### config.mk
export PLATFORM = sky130hd
export DESIGN_NAME = hpdmc_ddr_wrpath
export DESIGN_NICKNAME = d
export VERILOG_FILES = /design/src/rtl/hpdmc_pkg.sv /design/src/rtl/hpdmc_wrfifo.sv /design/src/rtl/hpdmc_ddr_wrpath.sv
export SDC_FILE = /design/constraint.sdc
export NUM_CORES = 1
export LEC_CHECK = 0
export CAP_MARGIN = 20
export CELL_PAD_IN_SITES_DETAIL_PLACEMENT = 2
export CELL_PAD_IN_SITES_GLOBAL_PLACEMENT = 2
export CORE_UTILIZATION = 35
export CTS_CLUSTER_SIZE = 8
export DETAILED_ROUTE_END_ITERATION = 12
export GPL_TIMING_DRIVEN = 1
export PLACE_DENSITY_LB_ADDON = 0.1
export SKIP_LAST_GASP = 1
export SYNTH_ARGS = -nofsm -noshare
export SYNTH_HDL_FRONTEND = slang
export SYNTH_SLANG_ARGS = --single-unit
### constraint.sdc
create_clock -name sys_clk -period 5.1 [get_ports sys_clk]
set_clock_uncertainty 0.15 [all_clocks]
set_input_delay 0.51 -clock sys_clk [delete_from_list [all_inputs] [get_ports sys_clk]]
set_output_delay 0.51 -clock sys_clk [all_outputs]
set_load 0.005 [all_outputs]
### src/rtl/hpdmc_pkg.sv
// Shared types and elaboration helpers for the HPDMC DDR write datapath.
package hpdmc_pkg;

  typedef enum logic [2:0] {
    ST_IDLE = 3'd0,
    ST_WAIT = 3'd1,
    ST_PRE  = 3'd2,
    ST_DATA = 3'd3,
    ST_POST = 3'd4
  } wr_state_e;

  // Wide enough for WL-1 (max 6) and BURST_LEN-1 (max 15).
  localparam int CNT_W = 4;

  function automatic int clog2(input int value);
    int result;
    result = 0;
    for (int v = value - 1; v > 0; v = v >> 1) begin
      result++;
    end
    return result;
  endfunction

  function automatic int dm_width(input int dq_width);
    return dq_width / 8;
  endfunction

endpackage

### src/rtl/hpdmc_wrfifo.sv
// Synchronous write-data FIFO: no fall-through, push refused while full.
module hpdmc_wrfifo
  import hpdmc_pkg::*;
#(
  parameter int WIDTH = 40,
  parameter int DEPTH = 8
) (
  input  logic             clk,
  input  logic             rst_n,
  input  logic             push,
  input  logic             pop,
  input  logic [WIDTH-1:0] wr_data,
  output logic [WIDTH-1:0] rd_data,
  output logic             full,
  output logic             empty
);

  localparam int AW = (clog2(DEPTH) < 1) ? 1 : clog2(DEPTH);
  localparam int CW = clog2(DEPTH) + 1;

  logic [WIDTH-1:0] mem_q [DEPTH];
  logic [AW-1:0]    wr_ptr_q, wr_ptr_d;
  logic [AW-1:0]    rd_ptr_q, rd_ptr_d;
  logic [CW-1:0]    count_q, count_d;
  logic             do_push, do_pop;

  assign full    = (count_q == CW'(DEPTH));
  assign empty   = (count_q == '0);
  assign rd_data = mem_q[rd_ptr_q];

  always_comb begin
    do_push  = push && !full;
    do_pop   = pop && !empty;
    wr_ptr_d = wr_ptr_q;
    rd_ptr_d = rd_ptr_q;
    count_d  = count_q;
    if (do_push) begin
      wr_ptr_d = (wr_ptr_q == AW'(DEPTH - 1)) ? '0 : wr_ptr_q + 1'b1;
    end
    if (do_pop) begin
      rd_ptr_d = (rd_ptr_q == AW'(DEPTH - 1)) ? '0 : rd_ptr_q + 1'b1;
    end
    unique case ({do_push, do_pop})
      2'b10:   count_d = count_q + 1'b1;
      2'b01:   count_d = count_q - 1'b1;
      default: count_d = count_q;
    endcase
  end

  always_ff @(posedge clk or negedge rst_n) begin
    if (!rst_n) begin
      wr_ptr_q <= '0;
      rd_ptr_q <= '0;
      count_q  <= '0;
    end else begin
      wr_ptr_q <= wr_ptr_d;
      rd_ptr_q <= rd_ptr_d;
      count_q  <= count_d;
    end
  end

  // Storage carries data only, so it is left out of reset.
  always_ff @(posedge clk) begin
    if (do_push) begin
      mem_q[wr_ptr_q] <= wr_data;
    end
  end

endmodule

### src/rtl/hpdmc_ddr_wrpath.sv
// DDR write datapath: buffers burst data and sequences DQ/DM/DQS ODDR inputs
// through write latency, preamble, data and postamble.
module hpdmc_ddr_wrpath
  import hpdmc_pkg::*;
#(
  parameter int DQ_WIDTH   = 16,
  parameter int BURST_LEN  = 4,
  parameter int FIFO_DEPTH = 8,
  parameter int WL         = 1
) (
  input  logic                        sys_clk,
  input  logic                        sys_rst_n,
  input  logic                        in_valid,
  output logic                        in_ready,
  input  logic [2*DQ_WIDTH-1:0]       in_data,
  input  logic [2*(DQ_WIDTH/8)-1:0]   in_mask,
  input  logic                        wr_start,
  output logic                        busy,
  output logic                        overlap,
  output logic                        underrun,
  output logic [DQ_WIDTH-1:0]         dq_d0,
  output logic [DQ_WIDTH-1:0]         dq_d1,
  output logic [DQ_WIDTH/8-1:0]       dm_d0,
  output logic [DQ_WIDTH/8-1:0]       dm_d1,
  output logic                        dq_oe,
  output logic                        dqs_d0,
  output logic                        dqs_d1,
  output logic                        dqs_oe
);

  localparam int DM_W   = dm_width(DQ_WIDTH);
  localparam int WORD_W = 2 * DQ_WIDTH + 2 * DM_W;
  localparam logic [CNT_W-1:0] WL_LAST = CNT_W'((WL > 0) ? WL - 1 : 0);
  localparam logic [CNT_W-1:0] BL_LAST = CNT_W'(BURST_LEN - 1);

  wr_state_e             state_q, state_d;
  logic [CNT_W-1:0]      cnt_q, cnt_d;
  logic                  busy_q, busy_d;
  logic                  overlap_q, overlap_d;
  logic                  underrun_q, underrun_d;
  logic [DQ_WIDTH-1:0]   dq_d0_q, dq_d0_d, dq_d1_q, dq_d1_d;
  logic [DM_W-1:0]       dm_d0_q, dm_d0_d, dm_d1_q, dm_d1_d;
  logic                  dq_oe_q, dq_oe_d;
  logic                  dqs_d0_q, dqs_d0_d;
  logic                  dqs_d1_q, dqs_d1_d;
  logic                  dqs_oe_q, dqs_oe_d;

  logic                  data_phase;
  logic                  fifo_pop, fifo_full, fifo_empty;
  logic [WORD_W-1:0]     fifo_rd;

  hpdmc_wrfifo #(
    .WIDTH (WORD_W),
    .DEPTH (FIFO_DEPTH)
  ) u_fifo (
    .clk     (sys_clk),
    .rst_n   (sys_rst_n),
    .push    (in_valid),
    .pop     (fifo_pop),
    .wr_data ({in_mask, in_data}),
    .rd_data (fifo_rd),
    .full    (fifo_full),
    .empty   (fifo_empty)
  );

  assign in_ready = !fifo_full;

  // Outputs are decoded from the next state so they appear in the same
  // cycle the FSM enters that state.
  always_comb begin
    state_d = state_q;
    cnt_d   = cnt_q;
    unique case (state_q)
      ST_IDLE: begin
        if (wr_start) begin
          if (WL > 0) begin
            state_d = ST_WAIT;
            cnt_d   = WL_LAST;
          end else begin
            state_d = ST_PRE;
          end
        end
      end
      ST_WAIT: begin
        if (cnt_q == '0) state_d = ST_PRE;
        else             cnt_d   = cnt_q - 1'b1;
      end
      ST_PRE: begin
        state_d = ST_DATA;
        cnt_d   = BL_LAST;
      end
      ST_DATA: begin
        if (cnt_q == '0) state_d = ST_POST;
        else             cnt_d   = cnt_q - 1'b1;
      end
      ST_POST: state_d = ST_IDLE;
      default: state_d = ST_IDLE;
    endcase

    data_phase = (state_d == ST_DATA);
    fifo_pop   = data_phase && !fifo_empty;
    overlap_d  = wr_start && (state_q != ST_IDLE);
    busy_d     = (state_d != ST_IDLE);
    dq_oe_d    = data_phase;
    dqs_d0_d   = data_phase;
    dqs_d1_d   = 1'b0;
    dqs_oe_d   = (state_d == ST_PRE) || (state_d == ST_DATA) || (state_d == ST_POST);
    underrun_d = data_phase && fifo_empty;

    // An empty FIFO during DATA drives zeros fully masked.
    dq_d0_d = '0;
    dq_d1_d = '0;
    dm_d0_d = '1;
    dm_d1_d = '1;
    if (fifo_pop) begin
      {dm_d1_d, dm_d0_d, dq_d1_d, dq_d0_d} = fifo_rd;
    end
  end

  always_ff @(posedge sys_clk or negedge sys_rst_n) begin
    if (!sys_rst_n) begin
      state_q    <= ST_IDLE;
      cnt_q      <= '0;
      busy_q     <= 1'b0;
      overlap_q  <= 1'b0;
      underrun_q <= 1'b0;
      dq_d0_q    <= '0;
      dq_d1_q    <= '0;
      dm_d0_q    <= '1;
      dm_d1_q    <= '1;
      dq_oe_q    <= 1'b0;
      dqs_d0_q   <= 1'b0;
      dqs_d1_q   <= 1'b0;
      dqs_oe_q   <= 1'b0;
    end else begin
      state_q    <= state_d;
      cnt_q      <= cnt_d;
      busy_q     <= busy_d;
      overlap_q  <= overlap_d;
      underrun_q <= underrun_d;
      dq_d0_q    <= dq_d0_d;
      dq_d1_q    <= dq_d1_d;
      dm_d0_q    <= dm_d0_d;
      dm_d1_q    <= dm_d1_d;
      dq_oe_q    <= dq_oe_d;
      dqs_d0_q   <= dqs_d0_d;
      dqs_d1_q   <= dqs_d1_d;
      dqs_oe_q   <= dqs_oe_d;
    end
  end

  assign busy     = busy_q;
  assign overlap  = overlap_q;
  assign underrun = underrun_q;
  assign dq_d0    = dq_d0_q;
  assign dq_d1    = dq_d1_q;
  assign dm_d0    = dm_d0_q;
  assign dm_d1    = dm_d1_q;
  assign dq_oe    = dq_oe_q;
  assign dqs_d0   = dqs_d0_q;
  assign dqs_d1   = dqs_d1_q;
  assign dqs_oe   = dqs_oe_q;

endmodule
# --- After elaboration in Yosys (flattened, before gate mapping) ---
# Memory sizes are Yosys's and may differ from the RTL's.
# Cells that the tools add are included.
totals:
  out_inout_bits: 44
  inputBits: 40
  regBits: 58
  mem_count: 1
  ramBits: 288
  elab_cells: 67
memory_table:
  columns: ["name", "words", "word_bits", "rd", "rd_ports_with_merged_regs", "write_ports", "line", "rtl"]
  rows:
  - ["u_fifo.mem_q", 8, 36, 1, 0, 1, "hpdmc_wrfifo.sv:21", "logic [WIDTH-1:0] mem_q [DEPTH];"]
op_classes:
  reduce_logical: 18
  n_eq_ne: 13
  n_addsub: 5
  n_mux: 16
ops:
  columns: ["cell", "n"]
  rows:
  - ["16-bit 2-to-1 mux", 2]
  - ["3-bit 2-to-1 mux", 5]
  - ["3-bit by 2-bit == test with 1-bit output, second input constant", 4]
  - ["3-bit case mux with 4 select lines", 1]
  - ["4-bit case mux with 3 select lines", 1]
  - ["3-bit == test, second input constant", 3]
  - ["3-bit nonzero test", 3]
  - ["4-bit logical NOT", 2]
  - ["4-bit 2-to-1 mux", 2]
  - ["4-bit case mux with 2 select lines", 1]
  - ["4-bit by 1-bit subtractor with 4-bit output, second input constant", 2]
  - ["3-bit by 1-bit adder with 3-bit output, second input constant", 2]
  - ["1-bit logical AND", 5]
  - ["4-bit by 1-bit adder with 4-bit output, second input constant", 1]
  - ["4-bit == test, second input constant", 1]
  - ["2-bit 2-to-1 mux", 2]
  - ["2-bit != test, second input constant", 2]
  - ["3-bit by 1-bit == test with 1-bit output, second input constant", 1]
  - ["3-bit logical NOT", 1]
  - ["3-bit AND reduction", 1]
  - ["2-bit by 1-bit == test with 1-bit output, second input constant", 1]
  - ["2-bit == test, second input constant", 1]
  - ["1-bit logical NOT", 2]
  - ["1-bit logical OR", 2]
  - ["other kinds (3)", 4]

# --- Depth between registers and ports, before layout ---
# Gate-level depths: netlist of run 1.
logic_depth:
  word_depth: 8
  ltp_mapped: 10
  depth_no_buf: 10

# --- By module ---
# A second synthesis of run 1 with hierarchy kept.
unflattened:
  cells_unflattened: 617
  area_unflattened_um2: 13252.7
by_module_without_submodules:
  columns: ["module", "n_inst", "cells_each", "area_each_um2", "seq_area_each_um2"]
  rows:
  - ["hpdmc_wrfifo", 1, 484, 11491.0, 8898.5]
  - ["hpdmc_ddr_wrpath", 1, 133, 1761.7, 1206.2]

# --- Worst setup path after synthesis of run 1 ---
# Ideal clock, no wire load.
synth_path:
  kind: "register to register"
  from: "reg u_fifo.count_q[3]"
  to: "mem u_fifo.mem_q[0][0] (netlist bit) (enable)"
  arrival_ps: 4171
  setup_time_ps: 519
  period_less_slack_ps: 4840
  n_path_buf: 0
  t_required_ps: 4431
  stages_incl_launch_ff: 4
  setup_slack_ps: 260
  cell_sequence: "dfrtp_1 -> or4b_4 -> nand2_2 -> nor4_1"
synth_between:
  elab_chain_cells: 5
synth_lines:
  columns: ["item", "line", "rtl"]
  rows:
  - ["from (decl)", "hpdmc_wrfifo.sv:24", "logic [CW-1:0] count_q, count_d;"]
  - ["from (signal assigned)", "hpdmc_wrfifo.sv:58", "count_q <= count_d;"]
  - ["4-bit == test", "hpdmc_wrfifo.sv:27", "assign full = (count_q == CW'(DEPTH));"]
  - ["1-bit logical NOT", null, null]
  - ["net in_ready", "hpdmc_ddr_wrpath.sv:14", "output logic in_ready,"]
  - ["1-bit logical AND", "hpdmc_wrfifo.sv:32", "do_push = push && !full;"]
  - ["1-bit 2-to-1 mux", "hpdmc_wrfifo.sv:64", "if (do_push) begin"]
  - ["1-bit 2-to-1 mux (not written as such)", "hpdmc_wrfifo.sv:65", "mem_q[wr_ptr_q] <= wr_data;"]
  - ["to (decl)", "hpdmc_wrfifo.sv:21", null]
# The timed path passes the listed nets, and every way through them passes these cells.

# --- Worst setup path in the final report of run 1 ---
layout_path:
  from: "reg cnt_q[0]"
  to: "reg u_fifo.count_q[3]"
layout_between:
  elab_chain_cells: 8
  elab_cells_between_ends: 11
  classes_between: "eq/ne (3); mux (4); reduce/logical (4)"
layout_lines:
  columns: ["item", "line", "rtl"]
  rows:
  - ["from (decl)", "hpdmc_ddr_wrpath.sv:37", "logic [CNT_W-1:0] cnt_q, cnt_d;"]
  - ["from (signal assigned)", "hpdmc_ddr_wrpath.sv:137", "cnt_q <= cnt_d;"]
  - ["4-bit logical NOT *", "hpdmc_ddr_wrpath.sv:85, hpdmc_ddr_wrpath.sv:93", null]
  - ["3-bit 2-to-1 mux, on equally long branches", "hpdmc_ddr_wrpath.sv:93, hpdmc_ddr_wrpath.sv:85", null]
  - ["3-bit case mux with 4 select lines *", "hpdmc_ddr_wrpath.sv:73", "unique case (state_q)"]
  - ["3-bit by 2-bit == test with 1-bit output *", "hpdmc_ddr_wrpath.sv:100", "data_phase = (state_d == ST_DATA);"]
  - ["1-bit logical AND *", "hpdmc_ddr_wrpath.sv:101", "fifo_pop = data_phase && !fifo_empty;"]
  - ["1-bit logical AND *", "hpdmc_wrfifo.sv:33", "do_pop = pop && !empty;"]
  - ["net u_fifo.do_pop", "hpdmc_wrfifo.sv:25", "logic do_push, do_pop;"]
  - ["2-bit by 1-bit == test with 1-bit output / 2-bit == test (equally long branches)", "hpdmc_wrfifo.sv:43", "unique case ({do_push, do_pop})"]
  - ["4-bit case mux with 2 select lines / 2-bit nonzero test (equally long branches)", null, null]
# Mark *: on every way through the listed nets, which the timed path passes. The rest lies on a longest branch.
# A chain may end at the register's enable or synchronous reset.

==> flow_metrics.env, run 1 <==
export IMPL_synth_edf_count=288
export IMPL_drv_cap=0
export IMPL_crit_path_max_incr_delay_ns=0.54
export IMPL_yosys_area_top_type_share_pct=65.9
export IMPL_nets=786
export IMPL_core_area_um2=36800
export IMPL_finalHoldViolations=0
export IMPL_hp_class="reg -> reg"
export IMPL_synth_main_ff_cell="edfxtp_1"
export IMPL_cts_hold_buf=1
export IMPL_ys_warn_count=0
export IMPL_grtUsageTotal_pct=16.5
export IMPL_synth_cell_types=48
export IMPL_fin_crit_sh_pct=70.1
export IMPL_synth_area_leaders="edfxtp_1 (66%), mux4_2 (12%), dfrtp_1 (10%)"
export IMPL_antennaDiodeCount=0
export IMPL_syn_nets=664
export IMPL_slowest_stage="or4b_1"
export IMPL_whs_path_depth=1
export IMPL_leakage_nw=5.45
export IMPL_areaGrowthSynthToFinish_pct=21.7
export IMPL_first_global_vias=7369
export IMPL_whs_endpoint="cnt_q[2]"
export IMPL_synth_top_cell_by_area="edfxtp_1"
export IMPL_fin_tns_setup_ns=0
export IMPL_synthesis_area_um2=13100
export IMPL_ioPinCount=84
export IMPL_overflow=0
export IMPL_nFillCells=3352
export IMPL_place_hpwl_um=17100
export IMPL_yosysSeqAreaShare_pct=77.0
export IMPL_fmax_mhz=280
export IMPL_drc=0
export IMPL_crit_arrival_ns=3.82
export IMPL_status="complete, no violations"
export IMPL_synth_cells=614
export IMPL_synthMuxAreaShare_pct=16.0
export IMPL_hold_path_startpoint="cnt_q[2]"
export IMPL_cts_repair_resized=0
export IMPL_dieWidth_um=196
export IMPL_routed_wirelength_um=30300
export IMPL_peakVddDrop_v=0.000327
export IMPL_rr_endpoint="u_fifo.count_q[3]"
export IMPL_cts_buffers=49
export IMPL_synthAdderAreaFrac_pct=1.01
export IMPL_final_util_pct=43.4
export IMPL_crit_path_end_kind="flip-flop"
export IMPL_crit_chain="inv_1 -> ha_1 -> nand4bb_1 -> nand3_4 -> inv_6 -> ha_1 -> ha_1 -> or4b_1 -> o311ai_0 -> o211ai_1"
export IMPL_path_clk_slew_ns=0.05
export IMPL_maxSlewHeadroom_pct=35.3
export IMPL_die_area_um2=38300
export IMPL_clkLatencyLatePin_ns=0.56
export IMPL_place_congestion=0.744
export IMPL_synth_compound_area_share_pct=0.867
export IMPL_rsz0062_at_grt="no"
export IMPL_drt_iter0_drc=237
export IMPL_synth_xor_area_share_pct=0.200
export IMPL_clock_sinks=346
export IMPL_clock_path_buffers=3
export IMPL_r2r_slack_ns=1.53
export IMPL_ff2ff_path_depth=10
export IMPL_ant_nets=0
export IMPL_drive_gt1_share_pct=21.8
export IMPL_firstDrtPassIters=4
export IMPL_final_max_slew_viol_count=0
export IMPL_start_util_pct=35.7
export IMPL_worst_ep_required_time_ns=5.35
export IMPL_die_h_um=196
export IMPL_critPathMaxFanout=33
export IMPL_setup_viol=0
export IMPL_via_per_inst=5.03
export IMPL_critPathMostFrequentCell="ha_1"
export IMPL_root_buffer="clkbuf_16"
export IMPL_num_vias=6259
export IMPL_cts_tree="built"
export IMPL_layout_min_cycle_time_ns=3.57
export IMPL_syn_area_per_cell_um2=21.4
export IMPL_wl_per_cell_um=24.3
export IMPL_r2r_start="cnt_q[0]"
export IMPL_ys_ff_latch=346
export IMPL_post_cts_buffers=0
export IMPL_htree_levels=2
export IMPL_grt_pass1_wl_um=46700
export IMPL_power_density_nw_per_um2=592
export IMPL_async_flop_share_pct=16.8
export IMPL_rows=70
export IMPL_grt_max_degree=59
export IMPL_synth_top_family_by_area="multiplexers"
export IMPL_worst_pin_slew_ns=0.970
export IMPL_setup_worst_path_start_class="flip-flop"
export IMPL_portBuffers=82
export IMPL_criticalPathCategory="reg -> reg"
export IMPL_antenna_found_initial=0
export IMPL_synthSimpleGateAreaFrac_pct=3.24
layout make-up:
type / count / area (um2) / area share (%)
multi-input combinational: 231 / 2850 / 17.9
sequential: 346 / 10100 / 63.3
timing repair buffer: 100 / 968 / 6.06
inverter: 8 / 35.0 / 0.219
clock buffer: 88 / 1370 / 8.59
clock inverter: 4 / 46.3 / 0.290
tap: 468 / 586 / 3.67
worst max-delay path: cells and delay by family (launching register included):
| kind | cells | cell delay, ns |
|---|---|---|
| adder cells (fa/ha/maj) | 3 | 0.93 |
| buffers and inverters | 2 | 0.37 |
| flip-flops | 1 | 0.41 |
| AO/OA/AOI/OAI | 2 | 0.32 |
| AND/OR/NAND/NOR | 3 | 1.23 |
Yosys cell counts (2+ instances only):
cell type    n
nor2b_1      3
buf_2       13
o21ai_0      3
nand3_1      3
nor3_1       6
mux2_2       2
edfxtp_1   288
mux2i_1     38
mux2_1       3
nor3b_1      4
inv_1        7
dfrtp_1     54
buf_4        2
ha_1         9
mux4_2      72
nor2_1      45
xnor2_1      2
nand2_1      6
nand2b_1     5
clkbuf_1     7
a21oi_1      4
mux2_4       3
dfstp_2      4
buf_6        7
per-stage QoR:
step / power, mW / setup WS [ns] / std cells / hold WS (ns) / instance area [um2]
detailed placement: 6.61 / 1.44 / 1151 / 0.403 / 14500
global placement: 6.50 / 1.68 / 1151 / 0.381 / 14500
CTS: 9.68 / 1.41 / 1244 / 0.413 / 16000
floorplan: 5.66 / 0.260 / 614 / 0.0644 / 13100
finish: 9.46 / 1.53 / 1245 / 0.411 / 16000
global route: 9.97 / 1.28 / 1245 / 0.451 / 16000
worst max-delay path by stage:
stage / startpoint / to / slack [ns] / cells after the start
floorplan: u_fifo.count_q[3] / u_fifo.mem_q[0][0] / 0.26 / 3
global placement: cnt_q[0] / u_fifo.count_q[3] / 1.68 / 10
detailed placement: cnt_q[0] / u_fifo.count_q[3] / 1.44 / 10
CTS: cnt_q[0] / u_fifo.count_q[3] / 1.41 / 10
global route: cnt_q[0] / u_fifo.count_q[3] / 1.28 / 10
finish: cnt_q[0] / u_fifo.count_q[3] / 1.53 / 10
state kept, by name (all words and copies together) (netlist names), 2 cells and up:
signal           flops
dq_d0               16
state_q              3
u_fifo.count_q       4
dm_d0                2
dm_d1                2
u_fifo.mem_q       288
dq_d1               16
u_fifo.wr_ptr_q      3
cnt_q                4
u_fifo.rd_ptr_q      3
where the power goes:
group	internal (mW)	total, mW	switching (mW)
Combinational	1.23	2.45	1.22
Clock	1.81	2.98	1.17
Sequential	3.62	4.02	0.401
Total	6.66	9.46	2.80
cells by family (layout without fill, tap and decap cells):
| family | count (synthesis) | in the layout |
|---|---|---|
| DFF | 346 | 346 |
| muxes | 118 | 118 |
| and+or+nand+nor | 83 | 83 |
| buffers and inverters | 37 | 200 |
| AOI/OAI and AO/OA | 16 | 16 |
| adders and majority gates | 10 | 10 |
| xor gates and xnor gates | 3 | 3 |
| other | 1 | 1 |
routing by layer:
layer / track usage, % / wire [um] / share of wire [%]
met3: 3.09 / 977 / 3.2
met2: 29.3 / 16000 / 53
met4: 4.57 / 532 / 1.8
met1: 20.5 / 12800 / 42
met5: 0 / 0 / 0
layout by cell type (no fill, tap or decap), types with 2 or more instances in the layout:
cell	instances
inv_6	3
dfrtp_4	2
dfstp_2	4
nand3_1	3
a21oi_1	4
mux2_4	3
inv_1	7
clkdlybuf4s50_1	81
mux2i_1	38
nor3_1	2
nor2_1	42
dfrtp_1	51
nor3_2	4
o21ai_0	3
ha_1	9
mux2_1	3
nand2_1	6
nor2b_1	3
nand2b_1	5
clkbuf_1	39
edfxtp_1	288
mux2_2	2
clkbuf_16	49
nor2_4	3
buf_4	17
mux4_2	72
xnor2_1	2
nor3b_1	4
(Power assumes the default switching activity.)
==> run 2: changes to the inputs <==
==> constraint.sdc (replaced) <==
create_clock -name sys_clk -period 3.05 [get_ports sys_clk]
set_clock_uncertainty 0.15 [all_clocks]
set_input_delay 0.305 -clock sys_clk [delete_from_list [all_inputs] [get_ports sys_clk]]
set_output_delay 0.305 -clock sys_clk [all_outputs]
set_load 0.005 [all_outputs]
==> flow_metrics.env, run 2 (same netlist as run 1, synthesis figures left out) <==
export IMPL_status="complete, no violations"
export IMPL_fmax_mhz=350
export IMPL_drt_iter0_drc=315
export IMPL_overflow=0
export IMPL_antenna_found_initial=3
export IMPL_fin_ws_ns=0.192
export IMPL_htree_levels=2
export IMPL_power_density_nw_per_um2=997
export IMPL_criticalPathCategory="reg -> reg"
export IMPL_grt_pass1_wl_um=46700
export IMPL_worst_pin_slew_ns=0.922
export IMPL_nets=790
export IMPL_die_area_um2=38300
export IMPL_post_cts_buffers=0
export IMPL_place_hpwl_um=16500
export IMPL_clkLatencyLatePin_ns=0.55
export IMPL_finalHoldViolations=0
export IMPL_drc=0
export IMPL_rr_endpoint="u_fifo.count_q[3]"
export IMPL_post_place_ws_ns=0.187
export IMPL_clock_path_buffers=3
export IMPL_layout_common_cells="edfxtp_1 (288), clkdlybuf4s50_1 (81), mux4_2 (72), dfrtp_1 (51), clkbuf_16 (51)"
export IMPL_cts_buffers=49
export IMPL_critPathMaxFanout=8
export IMPL_ant_nets=0
export IMPL_num_vias=6300
export IMPL_start_util_pct=35.7
export IMPL_final_max_slew_viol_count=0
export IMPL_pwr_share_seq_pct=41.4
export IMPL_peakVddDrop_v=0.000432
export IMPL_drv_cap=0
export IMPL_core_area_um2=36800
export IMPL_p_int_mw=11.4
export IMPL_hp_class="in -> async"
export IMPL_r2r_slack_ns=0.19
export IMPL_die_h_um=196
export IMPL_first_global_vias=7165
export IMPL_drive_gt1_share_pct=22.4
export IMPL_p_clk_share_pct=31.7
export IMPL_final_util_pct=43.9
export IMPL_dieWidth_um=196
export IMPL_fin_crit_sh_pct=93.7
export IMPL_place_congestion=0.762
export IMPL_layout_commonest_cell="edfxtp_1"
export IMPL_largest_reg_flops=288
export IMPL_root_buffer="clkbuf_16"
export IMPL_routed_wirelength_um=30400
export IMPL_firstDrtPassIters=4
export IMPL_rsz0062_at_grt="no"
export IMPL_switching_share_pct=29.1
export IMPL_crit_arrival_ns=3.13
export IMPL_maxSlewHeadroom_pct=38.5
export IMPL_grtUsageTotal_pct=16.7
export IMPL_path_clk_slew_ns=0.05
export IMPL_power_switching_mw=4.69
export IMPL_r2r_start="u_fifo.count_q[3]"
export IMPL_power_total_mw=16.1
export IMPL_hold_ws_ns=0.280
export IMPL_grt_max_degree=59
export IMPL_areaGrowthSynthToFinish_pct=23.0
export IMPL_wl_per_cell_um=24.4
export IMPL_worst_ep_required_time_ns=3.32
export IMPL_ff2ff_path_depth=8
export IMPL_setup_worst_path_start_class="flip-flop"
export IMPL_portBuffers=82
export IMPL_regMostFlops="u_fifo.mem_q"
export IMPL_leakage_nw=5.51
export IMPL_fin_tns_setup_ns=0
export IMPL_layout_min_cycle_time_ns=2.86
export IMPL_clock_sinks=346
export IMPL_pwr_share_comb_pct=26.9
export IMPL_rows=70
export IMPL_crit_path_end_kind="flip-flop"
export IMPL_setup_viol=0
export IMPL_cts_tree="built"
export IMPL_via_per_inst=5.06
export IMPL_ioPinCount=84
-- run 2: changes by cell type in the layout (fill, tap and decap cells not counted), sizes merged --
cell / change
buf: +4
clkbuf: -2
diode: +1
inv: -2
bufinv: +1
clkinv: -1
-- run 2: layout make-up --
type | count | area (um2)
inverter | 8 | 35.0
sequential | 346 | 10100
antenna | 1 | 2.50
clock inverter | 2 | 38.8
tap | 468 | 586
fill | 3370 | 20600
timing repair buffer | 104 | 1090
multi-input combinational | 231 | 2870
clock buffer | 86 | 1420
-- run 2: timing repair --
item / in CTS / in global routing
gates resized for setup: 0 / 0
hold buffers: 1 / 0
endpoints found under the hold margin: 54 / 0
endpoints found under the setup margin: 0 / 0
-- run 2: worst max path at each step --
| stage | startpoint | endpoint | slack [ns] | depth (start not counted) |
|---|---|---|---|---|
| 2_1_floorplan | u_fifo.count_q[3] | u_fifo.mem_q[2][0] | -0.84 | 3 |
| 3_3_place_gp | u_fifo.count_q[2] | u_fifo.count_q[3] | 0.30 | 9 |
| 3_5_place_dp | u_fifo.count_q[2] | u_fifo.count_q[3] | 0.19 | 8 |
| 4_1_cts | u_fifo.count_q[2] | u_fifo.count_q[3] | 0.17 | 8 |
| 5_1_grt | cnt_q[0] | u_fifo.count_q[3] | 0.03 | 10 |
| 6_report | u_fifo.count_q[3] | u_fifo.count_q[3] | 0.19 | 8 |
-- run 2: metal layers --
metal	routed length [um]	GRT usage, %
met1	12700	21.1
met2	15700	28.7
met3	1310	3.51
met4	628	5.64
met5	31	0
-- run 2: metrics by stage --
step	cell area, um2	instances
4_1_cts	16100	1245
3_5_place_dp	14700	1156
2_1_floorplan	13100	614
6_report	16100	1246
5_1_grt	16100	1245
3_3_place_gp	14700	1156
-- run 2: critical path: stages (launching register included) --
cell      delay (ns)
dfrtp_1         0.43
or4_4           0.56
nand3_4         0.12
inv_6           0.06
ha_1            0.21
ha_1            0.36
or4b_1          0.54
o311ai_0        0.15
o211ai_1        0.13
-- run 2: power groups by stage --
stage                     registers (mW)  clock network, mW  logic [mW]
after floorplan                     6.38                  0        3.08
after global placement              6.71                  0        4.31
after detailed placement            6.78                  0        4.43
after CTS                           6.70               5.29        4.47
after global routing                6.79               5.42        4.70
final                               6.67               5.11        4.33
==> run 3: changes to the inputs <==
==> constraint.sdc (replaced) <==
create_clock -name sys_clk -period 3.05 [get_ports sys_clk]
set_clock_uncertainty 0.15 [all_clocks]
set_input_delay 0.61 -clock sys_clk [delete_from_list [all_inputs] [get_ports sys_clk]]
set_output_delay 0.61 -clock sys_clk [all_outputs]
set_load 0.005 [all_outputs]
==> flow_metrics.env, run 3 (same netlist as run 1, synthesis figures left out) <==
export IMPL_layout_min_cycle_time_ns=2.93
export IMPL_core_area_um2=36800
export IMPL_whs_path_depth=2
export IMPL_rr_endpoint="u_fifo.count_q[3]"
export IMPL_cts_buffers=49
export IMPL_die_h_um=196
export IMPL_crit_family="adder cells"
export IMPL_critPathMostFrequentCell="ha_1"
export IMPL_drc=0
export IMPL_routed_wirelength_um=30200
export IMPL_worst_pin_slew_ns=0.646
export IMPL_clock_sinks=346
export IMPL_fin_ws_ns=0.124
export IMPL_num_vias=6304
export IMPL_htree_levels=2
export IMPL_critPathMaxFanout=8
export IMPL_hp_class="reg -> reg"
export IMPL_cts_tree="built"
export IMPL_slowest_stage="or4b_1"
export IMPL_power_density_nw_per_um2=993
export IMPL_ioPinCount=84
export IMPL_drv_cap=0
export IMPL_drt_iter0_drc=309
export IMPL_antenna_found_initial=0
export IMPL_crit_path_max_incr_delay_ns=0.53
export IMPL_start_util_pct=35.7
export IMPL_maxSlewHeadroom_pct=56.9
export IMPL_dieWidth_um=196
export IMPL_regMostFlops="u_fifo.mem_q"
export IMPL_antennaDiodeCount=0
export IMPL_ff2ff_path_depth=10
export IMPL_rsz0062_at_grt="no"
export IMPL_grt_pass1_wl_um=46800
export IMPL_finalHoldViolations=0
export IMPL_multiInputGateArea_um2=2870
export IMPL_leakage_nw=5.55
export IMPL_crit_path_end_kind="flip-flop"
export IMPL_path_buf_inv=2
export IMPL_status="complete, no violations"
export IMPL_grt_max_degree=35
export IMPL_firstDrtPassIters=4
export IMPL_place_congestion=0.717
export IMPL_die_area_um2=38300
export IMPL_final_max_slew_viol_count=0
export IMPL_wl_per_cell_um=24.0
export IMPL_crit_arrival_ns=3.19
export IMPL_worst_ep_required_time_ns=3.32
export IMPL_root_buffer="clkbuf_16"
export IMPL_areaGrowthSynthToFinish_pct=23.4
export IMPL_criticalPathCategory="reg -> reg"
export IMPL_switching_share_pct=29.5
export IMPL_p_int_mw=11.3
export IMPL_layout_cells_non_filler=1258
export IMPL_largest_reg_flops=288
export IMPL_grtUsageTotal_pct=16.6
export IMPL_clock_path_buffers=3
export IMPL_p_clk_share_pct=31.3
export IMPL_final_util_pct=44.0
export IMPL_path_clk_slew_ns=0.05
export IMPL_peakVddDrop_v=0.000410
export IMPL_via_per_inst=5.01
export IMPL_power_switching_mw=4.75
export IMPL_clkLatencyLatePin_ns=0.56
export IMPL_ant_nets=0
export IMPL_rows=70
export IMPL_whs_endpoint="u_fifo.count_q[2]"
export IMPL_r2r_start="cnt_q[0]"
export IMPL_first_global_vias=7412
export IMPL_dp_cells=1165
export IMPL_fmax_mhz=342
export IMPL_setup_viol=0
export IMPL_place_hpwl_um=17500
export IMPL_crit_chain="inv_1 -> ha_1 -> nand4bb_1 -> nand3_4 -> inv_6 -> ha_1 -> ha_1 -> or4b_1 -> o311ai_0 -> o211ai_1"
export IMPL_nFillCells=3373
export IMPL_seq_area_um2=10100
export IMPL_hold_path_startpoint="u_fifo.count_q[2]"
export IMPL_cts_repair_resized=0
export IMPL_nets=799
export IMPL_pwr_share_comb_pct=27.4
export IMPL_fin_crit_sh_pct=95.9
export IMPL_r2r_slack_ns=0.12
export IMPL_post_place_ws_ns=0.138
export IMPL_layout_common_cells="edfxtp_1 (288), clkdlybuf4s50_1 (81), mux4_2 (72), dfrtp_1 (51), clkbuf_16 (50)"
export IMPL_portBuffers=82
export IMPL_layout_commonest_cell="edfxtp_1"
export IMPL_pwr_share_seq_pct=41.4
export IMPL_drive_gt1_share_pct=23.0
export IMPL_overflow=0
export IMPL_setup_worst_path_start_class="flip-flop"
-- run 3: per-layer routing --
metal	routed length, um	up-vias	part of all wire (%)	GRT usage [%]
met5	0	-	0	0
met4	698	0	2.3	5.06
met3	1050	60	3.5	2.97
met2	16100	120	53	30.2
met1	12400	3369	41	19.9
li1	-	2755	-	-
-- run 3: how the worst max path moves through the flow --
stage | startpoint | endpoint | slack (ns) | depth (start not counted)
after floorplan | u_fifo.count_q[3] | u_fifo.mem_q[2][0] | -0.84 | 3
after global placement | in_valid | u_fifo.count_q[3] | 0.19 | 7
after detailed placement | in_valid | u_fifo.count_q[3] | 0.14 | 7
after CTS | cnt_q[0] | u_fifo.count_q[3] | 0.13 | 10
after global routing | cnt_q[0] | u_fifo.count_q[3] | 0.03 | 10
final | cnt_q[0] | u_fifo.count_q[3] | 0.12 | 10
-- run 3: layout make-up --
| cell class | count | share of cell area, % |
|---|---|---|
| clock buffers | 89 | 8.63 |
| flip-flops and latches | 346 | 62.4 |
| repair buffers | 113 | 7.12 |
| multi-input cells | 231 | 17.7 |
| clock inverters | 3 | 0.286 |
| well taps | 468 | 3.61 |
| inverters | 8 | 0.216 |
-- run 3: worst reg2reg max path, stage by stage, from the launching register on --
cell and delay, ns:
dfrtp_1 0.42, inv_1 0.12, ha_1 0.24, nand4bb_1 0.21, nand3_4 0.14, inv_6 0.06, ha_1 0.27, ha_1 0.38
or4b_1 0.53, o311ai_0 0.14, o211ai_1 0.13
-- run 3: power groups by stage --
stage          Sequential [mW]  Clock [mW]  Combinational (mW)
2_1_floorplan             6.38           0                3.08
3_3_place_gp              6.71           0                4.37
3_5_place_dp              6.77           0                4.52
4_1_cts                   6.69        5.18                4.56
5_1_grt                   6.77        5.37                4.80
6_report                  6.65        5.03                4.40
-- run 3: what timing repair did --
action / CTS / global route
setup buffers: 0 / 0
hold buffers: 1 / 0
hold endpoints to repair: 28 / 0
-- run 3: through the flow --
stage          hold slack [ns]  TNS (ns)  total power [mW]  instance area, um2
3_3_place_gp             0.383         0              11.1               14700
4_1_cts                  0.413         0              16.4               16200
2_1_floorplan            0.164    -99.81              9.46               13100
5_1_grt                  0.441         0              16.9               16200
6_report                 0.405         0              16.1               16200
3_5_place_dp             0.400         0              11.3               14700
==> edit 1 (flow settings as in run 3) <==
The 5 states of `wr_state_e` get a one-hot encoding in 5 bits.
--- a/src/rtl/hpdmc_pkg.sv
+++ b/src/rtl/hpdmc_pkg.sv
@@ -1,12 +1,12 @@
 // Shared types and elaboration helpers for the HPDMC DDR write datapath.
 package hpdmc_pkg;
 
-  typedef enum logic [2:0] {
-    ST_IDLE = 3'd0,
-    ST_WAIT = 3'd1,
-    ST_PRE  = 3'd2,
-    ST_DATA = 3'd3,
-    ST_POST = 3'd4
+  typedef enum logic [4:0] {
+    ST_IDLE = 5'b00001,
+    ST_WAIT = 5'b00010,
+    ST_PRE  = 5'b00100,
+    ST_DATA = 5'b01000,
+    ST_POST = 5'b10000
   } wr_state_e;
 
   // Wide enough for WL-1 (max 6) and BURST_LEN-1 (max 15).
Formal check against the unedited RTL: same outputs for any inputs over 4 cycles, from zero or initial values and one cycle with sys_rst_n low; so few cycles prove little.
==> edit 1 against run 3 <==
Combinational power fell by 39%. Sequential share of layout area increased by 0.54 points. Total power decreased by 13%. Wire length grew 2.2%. Cell area is 0.35% lower. Synthesized area decreased by 0.23%. Worst setup slack improved by 0.075 ns. Sequential cell count grew 2. Fmax grew 2.6%. Critical path type unchanged. Critical endpoint unchanged. Highest routed layer is now met5.
==> edit 1: results (changes against run 3) <==
Finish
  • Layout cells sized above 1: 21.8% (-1.2 points)
  • Nets: 805 (+0.75%)
  • Non-filler cells, final: 1,261 (+0.24%)
  • Largest register FFs: 288 (unchanged)

Drt
  • Total Routed Length: 30,900 um (+2.2%)
  • Met3 routed wirelength: 1090 um (+2.9%)
  • Top routing layer used: met5
  • Initial DRC count: 265 (-14%)
  • Met1 Wirelength: 13,700 um (+10%)

Setup path
  • Worst path max stage delay: 0.40 ns (-0.13 ns)
  • Max Fanout on Critical Path: 5 (-3)
  • Arrival time worst endpoint: 3.14 ns (-0.05 ns)
  • Slowest CP cell: dfrtp_1

Place
  • Dpl cell area: 14,800 um2 (about the same)
  • Dpl ws: 0.102 ns (-0.0365 ns)
  • GPL Wtd Cong: 0.709 (-1.1%)
  • Detailed Place HPWL: 17,800 um (+1.8%)

Yosys
  • FFs w/ async S/R, synth: 17.2% (+0.48 points)
  • Synth Area in XOR/XNOR: 0.334% (+0.13 points)
  • Mapped Cells: 626 (+2.0%)
  • Adder-cell area share of the yosys netlist: 1.01% (+0.0023 points)
  • Mux contribution to synthesized area: 15.5% (-0.48 points)
  • Yosys cell types: 41 (-15%)
  • Syn_nets: 676 (+1.8%)
  • Synth cell count leaders: edfxtp_1, mux4_2, dfrtp_1
  • Synth area leaders: edfxtp_1, mux4_2, dfrtp_1
  • Synth Area in Compound Gates: 1.05% (+0.18 points)

Power
  • Worst vdd ir: 0.367 mV (-10%)
  • LEAKAGE: 5.38 nW (-3.0%)

Timing
  • WHS: 0.0495 ns (-0.355 ns)
  • Slew @ Worst Pin: 0.978 ns (+0.332 ns)
  • Fin crit share: 93.5% (-2.5 points)

Global route
  • First-pass GRT wire length: 47,400 um (+1.3%)
  • Met3 Use GR: 3.33% (+0.36 points)
  • GR Layer Usage met2: 28.5% (-1.7 points)
  • GRT Util Overall: 17.0% (+0.40 points)
  • Vias in the first global route: 7,430 (+0.24%)
  • Initial antenna violation count: 2 (+2)
  • Largest net degree at the start of global routing: 61 (+74%)

Outcome
  • Status: completed

Worst hold path
  • Worst min-delay path class: in2async
==> edit 1: power by group <==
part / switching (mW) / total [mW] / leakage, nW / internal [mW]
sequential: 0.429 / 6.33 / 3.41 / 5.90
combinational: 1.37 / 2.68 / 1.32 / 1.31
clock: 1.95 / 4.94 / 0.657 / 2.99
total: 3.75 / 13.9 / 5.38 / 10.2
==> edit 1: final cells by class <==
cell class | count | area, um2
Sequential cell | 348 | 10200
Clock inverter | 2 | 17.5
Antenna cell | 1 | 2.50
Clock buffer | 86 | 1370
Fill cell | 3329 | 20600
Multi-Input combinational cell | 239 | 2840
Inverter | 11 | 41.3
Tap cell | 468 | 586
Timing Repair Buffer | 106 | 1120
==> edit 1: repair_timing <==
| item | CTS | global route |
|---|---|---|
| setup buffers | 0 | 0 |
| resized for setup | 0 | 1 |
| setup endpoints to repair | 0 | 1 |
==> edit 2 (flow settings as in run 3) <==
Without the edit above. The package constant `CNT_W` goes from 4 to 5.
--- a/src/rtl/hpdmc_pkg.sv
+++ b/src/rtl/hpdmc_pkg.sv
@@ -10,7 +10,7 @@
   } wr_state_e;
 
   // Wide enough for WL-1 (max 6) and BURST_LEN-1 (max 15).
-  localparam int CNT_W = 4;
+  localparam int CNT_W = 5;
 
   function automatic int clog2(input int value);
     int result;
Function: no difference found for any inputs over 4 cycles, from zero or initial values and one cycle with sys_rst_n low; that may be too few to reach the edited logic, so the function may still have changed.
==> edit 2 against run 3 <==
Worst setup slack lost 0.014 ns. Sequential cell count grew 1. Sequential power increased by 2%. Combinational power is 3% higher. Total power increased by 1.5%. Wire length is 0.62% higher. Global-route usage hardly changed. Synthesized area fell by 0.18%. Cell area grew 0.11%.
==> edit 2: results (changes against run 3) <==
Outcome
  • Status: completed

Place
  • Dpl ws: -0.0421 ns (-0.181 ns)
  • Detailed Place HPWL: 17,400 um (-1.0%)
  • GPL Wtd Cong: 0.768 (+7.1%)
  • Placed Cells: 1,163 (-0.17%)
  • Dpl cell area: 14,700 um2 (about the same)

Yosys
  • Sequential share of the synthesized area: 77.3% (+0.33 points)
  • Synth cell count leaders: edfxtp_1, mux4_2, dfrtp_1
  • Adder-cell area share of the yosys netlist: 1.01% (+0.0018 points)
  • Syn_nets: 666 (+0.30%)
  • Synth area leaders: edfxtp_1, mux4_2, dfrtp_1
  • Synth Area in XOR/XNOR: 0.134% (-0.066 points)
  • Synth Area in Compound Gates: 1.10% (+0.23 points)
  • Mux contribution to synthesized area: 16.1% (+0.086 points)

Finish
  • Register area: 10,100 um2 (+0.27%)
  • Bufs w/o clock: 108 (-4.4%)
  • Inverters: 9 (+1)
  • #MultiIn Comb: 233 (+0.87%)
  • Non-filler cells, final: 1,255 (-0.24%)
  • NonClk Buf Share: 6.96% (-0.16 points)
  • Multi-input combinational area share: 17.9% (+0.14 points)
  • Nets: 798 (-0.13%)

Timing
  • WHS: 0.417 ns (+0.0124 ns)
  • Fin crit share: 96.4% (+0.44 points)

CTS
  • Latest clock arrival within the worst-skew pair: 0.54 ns (-0.02 ns)
  • TritonCTS Sinks: 347 (+0.29%)

Setup path
  • Worst path max stage delay: 0.37 ns (-0.16 ns)
  • Arrival time worst endpoint: 3.22 ns (+0.03 ns)
  • R2R depth: 11 (+1)

Worst hold path
  • Worst min-delay path class: in2async

Global route
  • GRT Util Overall: 16.5% (-0.044 points)
  • First-pass GRT wire length: 46,600 um (-0.43%)

Drt
  • Initial DRC count: 326 (+5.5%)
  • Total Routed Length: 30,400 um (+0.62%)
  • Met1 Wirelength: 13,100 um (+6.1%)

Power
  • Worst vdd ir: 0.441 mV (+7.7%)
==> edit 2: cell count changes after synthesis, sizes merged, moves of 2 or more <==
cell    change
a21oi       +2
nand2b      -2
clkbuf      +2
buf         -4
a211o       +3
mux2i       +3
or4         -2
nor2        -2
==> edit 2: cell families (layout without fill, tap and decap cells) <==
kind of cell,Yosys count,after routing
buffers and inverters,36,207
xor gates and xnor gates,2,2
and+or+nand+nor,80,80
DFF,347,347
adders and majority gates,10,10
AOI/OAI and AO/OA,20,20
muxes,120,120
other,1,1
==> edit 2: worst reg2reg max path, cell delays in order, from the launching register on <==
cell	delay, ns
dfrtp_1	0.37
inv_1	0.11
ha_2	0.22
nor4b_4	0.29
a211o_2	0.21
inv_2	0.04
ha_1	0.23
buf_4	0.18
ha_1	0.32
a21oi_2	0.18
mux2_2	0.35
o211ai_1	0.20
==> edit 2: where the power goes <==
part | switching (mW) | internal, mW
Clock | 1.93 | 3.10
Sequential | 0.629 | 6.15
Combinational | 2.18 | 2.34
Total | 4.74 | 11.6
